### src/rtl/trig_time_readout.sv
// -----------------------------------------------------------------------------
// trig_time_readout
//
// Counts accepted triggers and, for each one, emits a two-word event to the
// event builder: a header word carrying the running event number, then a data
// word carrying the trigger-time byte fetched from the trigger time FIFO. If
// the FIFO stays empty for TIMEOUT_CYC cycles, the event is closed with the
// timeout bit set and a zero time byte.
//
// State   | meaning
// --------+------------------------------------------------------------
// IDLE    | waiting for a pending trigger while enabled
// HDR     | header word offered on DATA_OUT
// RD      | waiting for FIFO data; issues the single FIFO_RD strobe
// CAP     | FIFO_Q registered as the trigger time
// DAT     | data word offered on DATA_OUT
//
// Ports
//   CLK           sole clock, rising edge
//   RST           synchronous active-high reset
//   ENABLE        permits trigger counting and event start
//   TRIG          one-cycle trigger pulse
//   FIFO_Q        trigger-time byte, valid the cycle after FIFO_RD
//   FIFO_EMPTY    trigger time FIFO empty
//   FIFO_FULL     trigger time FIFO full (latched into the header)
//   FIFO_RD       one-cycle FIFO read strobe
//   DATA_OUT      event word
//   DATA_VALID    DATA_OUT valid
//   DATA_READY    event builder accepts the word
//   EVENT_DONE    one-cycle pulse on data-word transfer
//   PENDING       triggers counted but not yet read out
//   OVERFLOW_ERR  sticky: trigger lost with PENDING saturated
//   TIMEOUT_ERR   sticky: an event closed by timeout
//   ERR_CLEAR     clears both sticky flags (a coincident set wins)
// -----------------------------------------------------------------------------
module trig_time_readout #(
    parameter int TIMEOUT_CYC = 255
) (
    input  logic        CLK,
    input  logic        RST,
    input  logic        ENABLE,
    input  logic        TRIG,
    input  logic [7:0]  FIFO_Q,
    input  logic        FIFO_EMPTY,
    input  logic        FIFO_FULL,
    output logic        FIFO_RD,
    output logic [31:0] DATA_OUT,
    output logic        DATA_VALID,
    input  logic        DATA_READY,
    output logic        EVENT_DONE,
    output logic [3:0]  PENDING,
    output logic        OVERFLOW_ERR,
    output logic        TIMEOUT_ERR,
    input  logic        ERR_CLEAR
);

    typedef enum logic [2:0] {
        IDLE = 3'd0,
        HDR  = 3'd1,
        RD   = 3'd2,
        CAP  = 3'd3,
        DAT  = 3'd4
    } state_t;

    localparam logic [15:0] TIMER_LAST = 16'(TIMEOUT_CYC - 1);

    state_t      state;
    state_t      state_nxt;
    logic [3:0]  pending;
    logic [23:0] evt_cnt;
    logic [15:0] timer;
    logic [7:0]  trig_time;
    logic        tmo;
    logic        full_lat;
    logic        overflow_err;
    logic        timeout_err;

    logic        hdr_xfer;
    logic        dat_xfer;
    logic        tmo_hit;
    logic        trig_acc;
    logic        ovf_set;

    assign trig_acc = TRIG && ENABLE;
    // A trigger arriving on the data-word transfer cancels the decrement, so
    // it never counts as an overflow even when PENDING sits at 15.
    assign ovf_set  = trig_acc && !dat_xfer && (pending == 4'hF);

    // ------------------------------------------------------------------
    // Next-state and outputs
    // ------------------------------------------------------------------
    always_comb begin
        state_nxt  = state;
        FIFO_RD    = 1'b0;
        DATA_VALID = 1'b0;
        DATA_OUT   = 32'h0000_0000;
        EVENT_DONE = 1'b0;
        hdr_xfer   = 1'b0;
        dat_xfer   = 1'b0;
        tmo_hit    = 1'b0;

        case (state)
            IDLE: begin
                if ((pending != 4'd0) && ENABLE) begin
                    state_nxt = HDR;
                end
            end
            HDR: begin
                DATA_VALID = 1'b1;
                DATA_OUT   = {4'hA, 3'b000, full_lat, evt_cnt};
                if (DATA_READY) begin
                    hdr_xfer  = 1'b1;
                    state_nxt = RD;
                end
            end
            RD: begin
                if (!FIFO_EMPTY) begin
                    FIFO_RD   = 1'b1;
                    state_nxt = CAP;
                end else if (timer == TIMER_LAST) begin
                    tmo_hit   = 1'b1;
                    state_nxt = DAT;
                end
            end
            CAP: begin
                state_nxt = DAT;
            end
            DAT: begin
                DATA_VALID = 1'b1;
                DATA_OUT   = {4'hB, 3'b000, tmo, 16'h0000, trig_time};
                if (DATA_READY) begin
                    dat_xfer   = 1'b1;
                    EVENT_DONE = 1'b1;
                    state_nxt  = IDLE;
                end
            end
            default: begin
                state_nxt = IDLE;
            end
        endcase
    end

    // ------------------------------------------------------------------
    // State register
    // ------------------------------------------------------------------
    always_ff @(posedge CLK) begin
        if (RST) begin
            state <= IDLE;
        end else begin
            state <= state_nxt;
        end
    end

    // FIFO_FULL is captured once when the event opens so the header stays
    // stable however long the event builder stalls.
    always_ff @(posedge CLK) begin
        if (RST) begin
            full_lat <= 1'b0;
        end else if ((state == IDLE) && (state_nxt == HDR)) begin
            full_lat <= FIFO_FULL;
        end
    end

    always_ff @(posedge CLK) begin
        if (RST) begin
            timer <= 16'd0;
        end else if (hdr_xfer) begin
            timer <= 16'd0;
        end else if ((state == RD) && FIFO_EMPTY && !tmo_hit) begin
            timer <= timer + 16'd1;
        end
    end

    always_ff @(posedge CLK) begin
        if (RST) begin
            trig_time <= 8'h00;
            tmo       <= 1'b0;
        end else if (state == CAP) begin
            trig_time <= FIFO_Q;
            tmo       <= 1'b0;
        end else if (tmo_hit) begin
            trig_time <= 8'h00;
            tmo       <= 1'b1;
        end
    end

    // Wraps from 24'hFFFFFF to 0 by natural overflow.
    always_ff @(posedge CLK) begin
        if (RST) begin
            evt_cnt <= 24'd0;
        end else if (dat_xfer) begin
            evt_cnt <= evt_cnt + 24'd1;
        end
    end

    always_ff @(posedge CLK) begin
        if (RST) begin
            pending <= 4'd0;
        end else if (trig_acc && !dat_xfer && (pending != 4'hF)) begin
            pending <= pending + 4'd1;
        end else if (!trig_acc && dat_xfer) begin
            pending <= pending - 4'd1;
        end
    end

    always_ff @(posedge CLK) begin
        if (RST) begin
            overflow_err <= 1'b0;
        end else if (ovf_set) begin
            overflow_err <= 1'b1;
        end else if (ERR_CLEAR) begin
            overflow_err <= 1'b0;
        end
    end

    always_ff @(posedge CLK) begin
        if (RST) begin
            timeout_err <= 1'b0;
        end else if (tmo_hit) begin
            timeout_err <= 1'b1;
        end else if (ERR_CLEAR) begin
            timeout_err <= 1'b0;
        end
    end

    assign PENDING      = pending;
    assign OVERFLOW_ERR = overflow_err;
    assign TIMEOUT_ERR  = timeout_err;

endmodule

### config.mk
export PLATFORM = sky130hd
export DESIGN_NAME = trig_time_readout
export DESIGN_NICKNAME = d
export VERILOG_FILES = /design/src/rtl/trig_time_readout.sv
export SDC_FILE = /design/constraint.sdc
export NUM_CORES = 1
export LEC_CHECK = 0
export ABC_CLOCK_PERIOD_IN_PS = 2600
export CAP_MARGIN = 0
export CORE_ASPECT_RATIO = 0.9
export CORE_MARGIN = 1
export CORE_UTILIZATION = 47
export CTS_CLUSTER_SIZE = 16
export DETAILED_ROUTE_END_ITERATION = 12
export PLACE_DENSITY = 0.85
export SYNTH_ARGS = -nofsm -noshare
export SYNTH_HDL_FRONTEND = slang
export SYNTH_SLANG_ARGS = --single-unit
### constraint.sdc
create_clock -name CLK -period 2.6 [get_ports CLK]
set_input_delay 0.52 -clock CLK [delete_from_list [all_inputs] [get_ports CLK]]
set_output_delay 0.52 -clock CLK [all_outputs]
set_load 0.02 [all_outputs]
### Word level (Yosys, flattened, before mapping)

Index checks and enable logic that the tools add are counted.

| word-level totals | value |
|---|---|
| register bits | 59 |
| output and inout bits | 41 |

| operators by class | value |
|---|---|
| mux-type cells | 23 |
| add/subtract/negate cells | 4 |
| reduce and logical (&&, ||, !) cells | 21 |
| equal/unequal tests | 8 |

Operators by type and width:

| kind | number |
|---|---|
| 32-bit case mux with 2 select lines | 1 |
| 24-bit by 1-bit adder with 24-bit output, second input constant | 1 |
| 16-bit by 1-bit adder with 16-bit output, second input constant | 1 |
| 16-bit by 8-bit == test with 1-bit output, second input constant | 1 |
| 8-bit 2-to-1 mux | 2 |
| 3-bit 2-to-1 mux | 5 |
| 3-bit case mux with 5 select lines | 1 |
| 1-bit 2-to-1 mux | 12 |
| 1-bit logical AND | 9 |
| 4-bit 2-to-1 mux | 2 |
| 2-bit nonzero test | 4 |
| 3-bit by 1-bit == test with 1-bit output, second input constant | 2 |
| 3-bit by 2-bit == test with 1-bit output, second input constant | 2 |
| 2-bit OR reduction | 3 |
| 4-bit by 1-bit adder with 4-bit output, second input constant | 1 |
| 4-bit == test, second input constant | 1 |
| 4-bit != test, second input constant | 1 |
| 4-bit nonzero test | 1 |
| 4-bit by 1-bit subtractor with 4-bit output, second input constant | 1 |
| 3-bit == test, second input constant | 1 |
| 1-bit logical NOT | 3 |
| 3-bit logical NOT | 1 |

### Depth between registers and ports, before layout

| depth | value |
|---|---|
| depth in word-level cells | 6 |
| mapped depth | 11 |
| mapped depth without buffers | 9 |

### Worst setup path before layout

Ideal clock, no wire load.

| timing | value |
|---|---|
| kind | input to register |
| from | in DATA_READY |
| to | reg pending[3], in the netlist PENDING[3] |
| stages on the path | 10 |
| arrival | 2.564 ns |
| slack | -0.026 ns |
| required time | 2.538 ns |
| path through | nand4bb_1 > inv_1 > buf_2 > nor3_1 > inv_1 > ha_1 > a21o_1 > a2111oi_0 > a22oi_1 > nand3_1 |

| on the way | value |
|---|---|
| cells in the longest elaborated chain, start to end | 6 |
| elaborated cells on any way between the ends | 8 |
| classes of those cells | 3 x mux; 5 x reduce/logical |

Ends and longest elaborated chain:

| element | line | text |
|---|---|---|
| from (decl) | 49 | `input logic DATA_READY,` |
| 1-bit 2-to-1 mux (*) (2 in a row) | n/a |  |
| via EVENT_DONE | 50 | `output logic EVENT_DONE,` |
| 1-bit logical NOT | 199 | `end else if (trig_acc && !dat_xfer && (pending != 4'hF)) begin` |
| 1-bit logical AND (2 in a row) | 199 |  |
| 4-bit 2-to-1 mux / 2-bit nonzero test (equally long branches) | n/a |  |
| to (signal assigned) | 200 | `pending <= pending + 4'd1;` |
| to (signal assigned) | 202 | `pending <= pending - 4'd1;` |
| to (decl) | 69 | `logic [3:0] pending;` |

The timed path passes the listed nets; every way through them passes the cells marked *.
A chain may end at the register's enable or synchronous reset.

### Final worst setup path

| timing | value |
|---|---|
| from | reg state[2] |
| to | out DATA_OUT[11] |

| on the way | value |
|---|---|
| cells in the longest elaborated chain, start to end | 2 |
| elaborated cells on any way between the ends | 3 |
| classes of those cells | 2 x eq/ne; 1 x mux |

Ends and longest elaborated chain:

| element | line | text |
|---|---|---|
| from (decl) | 67 | `state_t state;` |
| from (signal assigned) | 150 | `state <= state_nxt;` |
| 3-bit == test / 3-bit by 1-bit == test with 1-bit output (equally long branches) | 102 | `case (state)` |
| 32-bit case mux with 2 select lines (*) | 102 |  |
| to (decl) | 47 | `output logic [31:0] DATA_OUT,` |

Every way passes the cells marked *; elsewhere a longest branch is shown, timed or not.

==> results by stage <==
Critical path:
- The critical path crosses 4 cells after its start point.
- In this run the worst path has a maximum fanout of 24.
- The required time at the worst-slack endpoint is 2080 ps.
- The critical register-to-register path endpoint is PENDING[3].
- Data on the critical path arrives at its endpoint at 1990 ps.
- In this run the critical register-to-register path is launched from state[1].
- The master of the slowest instance on the critical path is sky130_fd_sc_hd__clkdlybuf4s50_1.
- The type of origin of the critical path is a flip-flop.
- The count of buffer and inverter cells on the critical path is 2.
- The kind of cell with the highest combined delay on the critical path is buffers and inverters.
- The type of the worst setup path is reg -> out.
- Measured in cells, the most critical reg-to-reg path has a length of 9.
- For this run, the slowest stage of the critical path takes 590 ps.
- STA classifies the critical path endpoint as an output port.
- The slack of the worst reg-to-reg path is 460 ps.
- The critical path goes through nor3b_2, buf_6, and2_1, clkdlybuf4s50_1.

Pwr:
- The power density relative to cell area is 497 nW/um^2.
- The combinational share of power is 0.092.
- The leakage power is 1.60 nW.
- Of the total power, the share spent switching nets is 0.238.
- The clock power share is 0.440.
- The share of total power dissipated in sequential elements is 0.468.
- The maximum VDD drop is between 0.0002 and 0.00025 V.
- The switching component of the power is about 0.00048 W.
- The completed layout was analyzed and its total power is roughly 0.0020 W.
- Cell internal power was estimated by the tool at 0.00152 W.

Hold path:
- In this run the most critical hold path is launched from OVERFLOW_ERR.
- The worst hold path passes through 2 cells.
- The path with the worst hold slack has its endpoint at OVERFLOW_ERR.
- The min-delay analysis places its worst path in the category reg -> reg.

Cells and area:
- For this run, the post-layout net count is 445.
- The layout cell share with drive strength beyond 1 is 0.110.
- The total inserted antenna cells is 0.
- The area occupied by multi-input gates is 1800 um^2.
- The area of all placed cells without fillers is 4010 um^2.
- Leaving out fill and tap cells, the most frequent cell in the layout is sky130_fd_sc_hd__dfxtp_1.
- The sequential standard cell area is 1180 um^2.
- In the layout the commonest cells are sky130_fd_sc_hd__dfxtp_1, sky130_fd_sc_hd__a21oi_1, sky130_fd_sc_hd__clkdlybuf4s50_1, sky130_fd_sc_hd__nand2_1, sky130_fd_sc_hd__o31ai_1.
- The area growth from synthesis to layout is 28.6%.
- The layout has 537 filler cells.

Detailed routing:
- The first-pass detailed-route iteration total is 5.
- The total wire length after detailed routing is 7500 um.
- Dividing the detail-routed wire length by the instance count gives between 10 and 15 um.
- Using the TritonRoute via totals, the vias-per-cell ratio works out to ~5.9.
- The number of DRC markers after the initial detailed-route iteration is around 190.
- The final route contains 3030 vias.
- In the routed design, unresolved DRC markers number 0.
- The remaining number of nets flagged by the antenna check after routing is 0.

Clock tree:
- The clock tree synthesis step divided the H-tree into 3 levels.
- The number of clock sinks seen by CTS is 59.
- At the later pin of the worst-skew pair, clock insertion delay measures 330 ps.
- Counting along the longest clock path gives a buffer depth of 2.
- The TritonCTS buffer count is 9.
- The clock input transition at the sequential cells of the worst setup and hold paths is 60 ps.
- Buffers inserted to repair hold after CTS numbered 0.
- The root buffer cell is sky130_fd_sc_hd__clkbuf_8.
- The number of setup buffers added after CTS is 0.
- TritonCTS built the clock tree.

Global routing:
- The pin count of the biggest net entering global routing is 25.
- The global-route wire length before repair is 12600 um.
- Across every metal layer, demand over resource in global routing totals 0.229.
- The initial antenna violation count was 0.
- The number of global-route vias before repair is 2749.
- The total overflow left after global routing is 0.

Placed design:
- The placed wire-length estimate is 5290 um.
- The placed standard-cell area is 3790 um^2.
- During placement, the flow inserted port buffers numbering between 50 and 60.
- Routability-driven placement finished with a final weighted congestion of between 0.9 and 1.

Yosys:
- The Yosys step of the flow raised 0 warnings.
- The top-area cell type share of the netlist area is 0.379.
- Ranked by total cell area, the synthesized netlist is headed by sky130_fd_sc_hd__dfxtp_1, sky130_fd_sc_hd__a21oi_1, sky130_fd_sc_hd__o31ai_1, sky130_fd_sc_hd__or4_1, sky130_fd_sc_hd__a22o_1.
- The largest total area in the synthesized netlist belongs to sky130_fd_sc_hd__dfxtp_1.
- Among all flip-flop cells after synthesis, the most frequent one is sky130_fd_sc_hd__dfxtp_1.
- Synthesis inferred 59 register bits.
- In this run the cell area of the synthesized design comes to 3120 um^2.
- The share of the yosys chip area belonging to registers is 0.379.
- The instance count of the mapped netlist is roughly 360.
- The number of enable flip-flop cells after synthesis is 0.
- In the synthesized netlist the async set-or-reset flop fraction comes to 0.
- The distinct cell type count after synthesis is 52.
- Dividing the synthesized area by the synthesized cell count gives between 8 and 9 um^2.

Flow run:
- The count of maximum capacitance violations is 0.

Timing:
- The sum of negative setup slack is 0 ps.
- The final number of hold-violating endpoints was 0.
- Setup violations remaining at the end of the flow were counted as 0.
- The worst relative slew slack is 0.475.
- For the pin with the worst max-slew slack, the measured transition is 781 ps.
- Static timing analysis puts the maximum clock frequency at 399 MHz.
- The worst path needs 2510 ps of the cycle, external delays included.
- The number of pins with negative max-slew slack in the final report is 0.
- Across the routed clock network, the largest skew measured is 8.30 ps.
- The period utilization is 0.965.

Floorplanning:
- The y dimension of the die is 79.3 um.
- The floorplan has 27 rows.
- The core area is 6250 um^2.
- For this configuration, the core starts out at a cell density of 0.499.
- The floorplan step defined a die boundary enclosing 6960 um^2.
- The horizontal extent of the die is 87.9 um.
- The I/O pin count is 57.

Outcome:
- The flow ran to the end, and the final reports show no timing, DRC or antenna violations.
==> worst max-delay path by stage <==
| stage | startpoint | end | slack, ps |
|---|---|---|---|
| global placement | DATA_READY | PENDING[3] | 40 |
| finish | state[2] | DATA_OUT[11] | 90 |
| floorplan | DATA_READY | PENDING[3] | 120 |
| detailed placement | DATA_READY | PENDING[3] | -60 |
| global route | state[2] | DATA_OUT[11] | -10 |
| CTS | state[0] | DATA_OUT[12] | 10 |
==> power by group through the flow <==
stage	Clock (W)	Combinational [W]	Sequential [W]
2_1_floorplan	0	0.000111	0.000953
3_3_place_gp	0	0.000182	0.000951
3_5_place_dp	0	0.000186	0.000951
4_1_cts	0.000896	0.000182	0.000931
5_1_grt	0.000938	0.000202	0.000935
6_report	0.000877	0.000183	0.000932
==> metal layers <==
metal  GRT usage  part of all wire  vias to the layer above
met4       0.107             0.020                        0
li1            -                 -                     1480
met1       0.310              0.48                     1441
met3      0.0468             0.053                       15
met5           0                 0                        -
met2       0.347              0.45                       94
==> Yosys cell counts, drive strengths merged, types with 2 or more instances <==
| library cell | count |
|---|---|
| a21boi | 4 |
| a21oi | 35 |
| a22o | 17 |
| a31oi | 3 |
| and2 | 19 |
| and4 | 6 |
| buf | 13 |
| clkbuf | 9 |
| dfxtp | 59 |
| ha | 5 |
| inv | 10 |
| mux2i | 5 |
| nand2 | 26 |
| nand2b | 3 |
| nand3 | 14 |
| nand3b | 2 |
| nand4 | 12 |
| nor2 | 14 |
| nor2b | 3 |
| nor3 | 7 |
| nor3b | 3 |
| nor4 | 3 |
| nor4b | 2 |
| nor4bb | 2 |
| o21ai | 9 |
| o31ai | 21 |
| or2 | 4 |
| or3 | 8 |
| or4 | 22 |
| xor2 | 6 |
==> state kept, by name (all words and copies together), names as in the netlist, 3 cells and up <==
name / flops
evt_cnt: 24
timer: 16
trig_time: 8
PENDING: 4
state: 3
==> stage by stage <==
step,utilization,hold slack [ps],std cells,setup WS (ps)
final,0.642,470,515,91.6
after global routing,0.642,493,515,-11.2
after CTS,0.638,474,515,13.2
after detailed placement,0.606,463,499,-55.9
after global placement,0.606,463,499,40.0
after floorplan,-,437,364,118
==> kinds of logic after synthesis <==
| family | count (synthesis) | share of synthesized area |
|---|---|---|
| other | 1 | 0.00120 |
| adder cells (fa/ha/maj) | 6 | 0.0265 |
| AO/OA/AOI/OAI | 96 | 0.205 |
| multiplexers | 5 | 0.0161 |
| AND/OR/NAND/NOR | 155 | 0.304 |
| XOR/XNOR | 7 | 0.0197 |
| buffers and inverters | 32 | 0.0494 |
| flip-flops | 59 | 0.379 |
==> worst reg2reg max path, stage by stage, from the launching register on <==
cell                        delay [ps]
sky130_fd_sc_hd__dfxtp_1           450
sky130_fd_sc_hd__nand4bb_1         190
sky130_fd_sc_hd__inv_1              90
sky130_fd_sc_hd__nor3_2            200
sky130_fd_sc_hd__inv_1             100
sky130_fd_sc_hd__ha_1              270
sky130_fd_sc_hd__a21o_1            190
sky130_fd_sc_hd__a2111oi_0         390
sky130_fd_sc_hd__a22oi_1           110
sky130_fd_sc_hd__nand3_1            80
==> final cells by class <==
type | count | share of cell area
clock buffers | 12 | 0.0412
clock inverters | 4 | 0.0119
inverters | 10 | 0.00936
multi-input cells | 273 | 0.450
flip-flops and latches | 59 | 0.295
well taps | 87 | 0.0271
repair buffers | 70 | 0.166
==> repair_timing <==
action                                  in CTS  in global routing
pin swaps                                    0                  0
resized for setup                           12                 10
gates cloned                                 0                  0
endpoints found under the setup margin      12                 18
No activity file was read; power rests on OpenSTA's default activity.
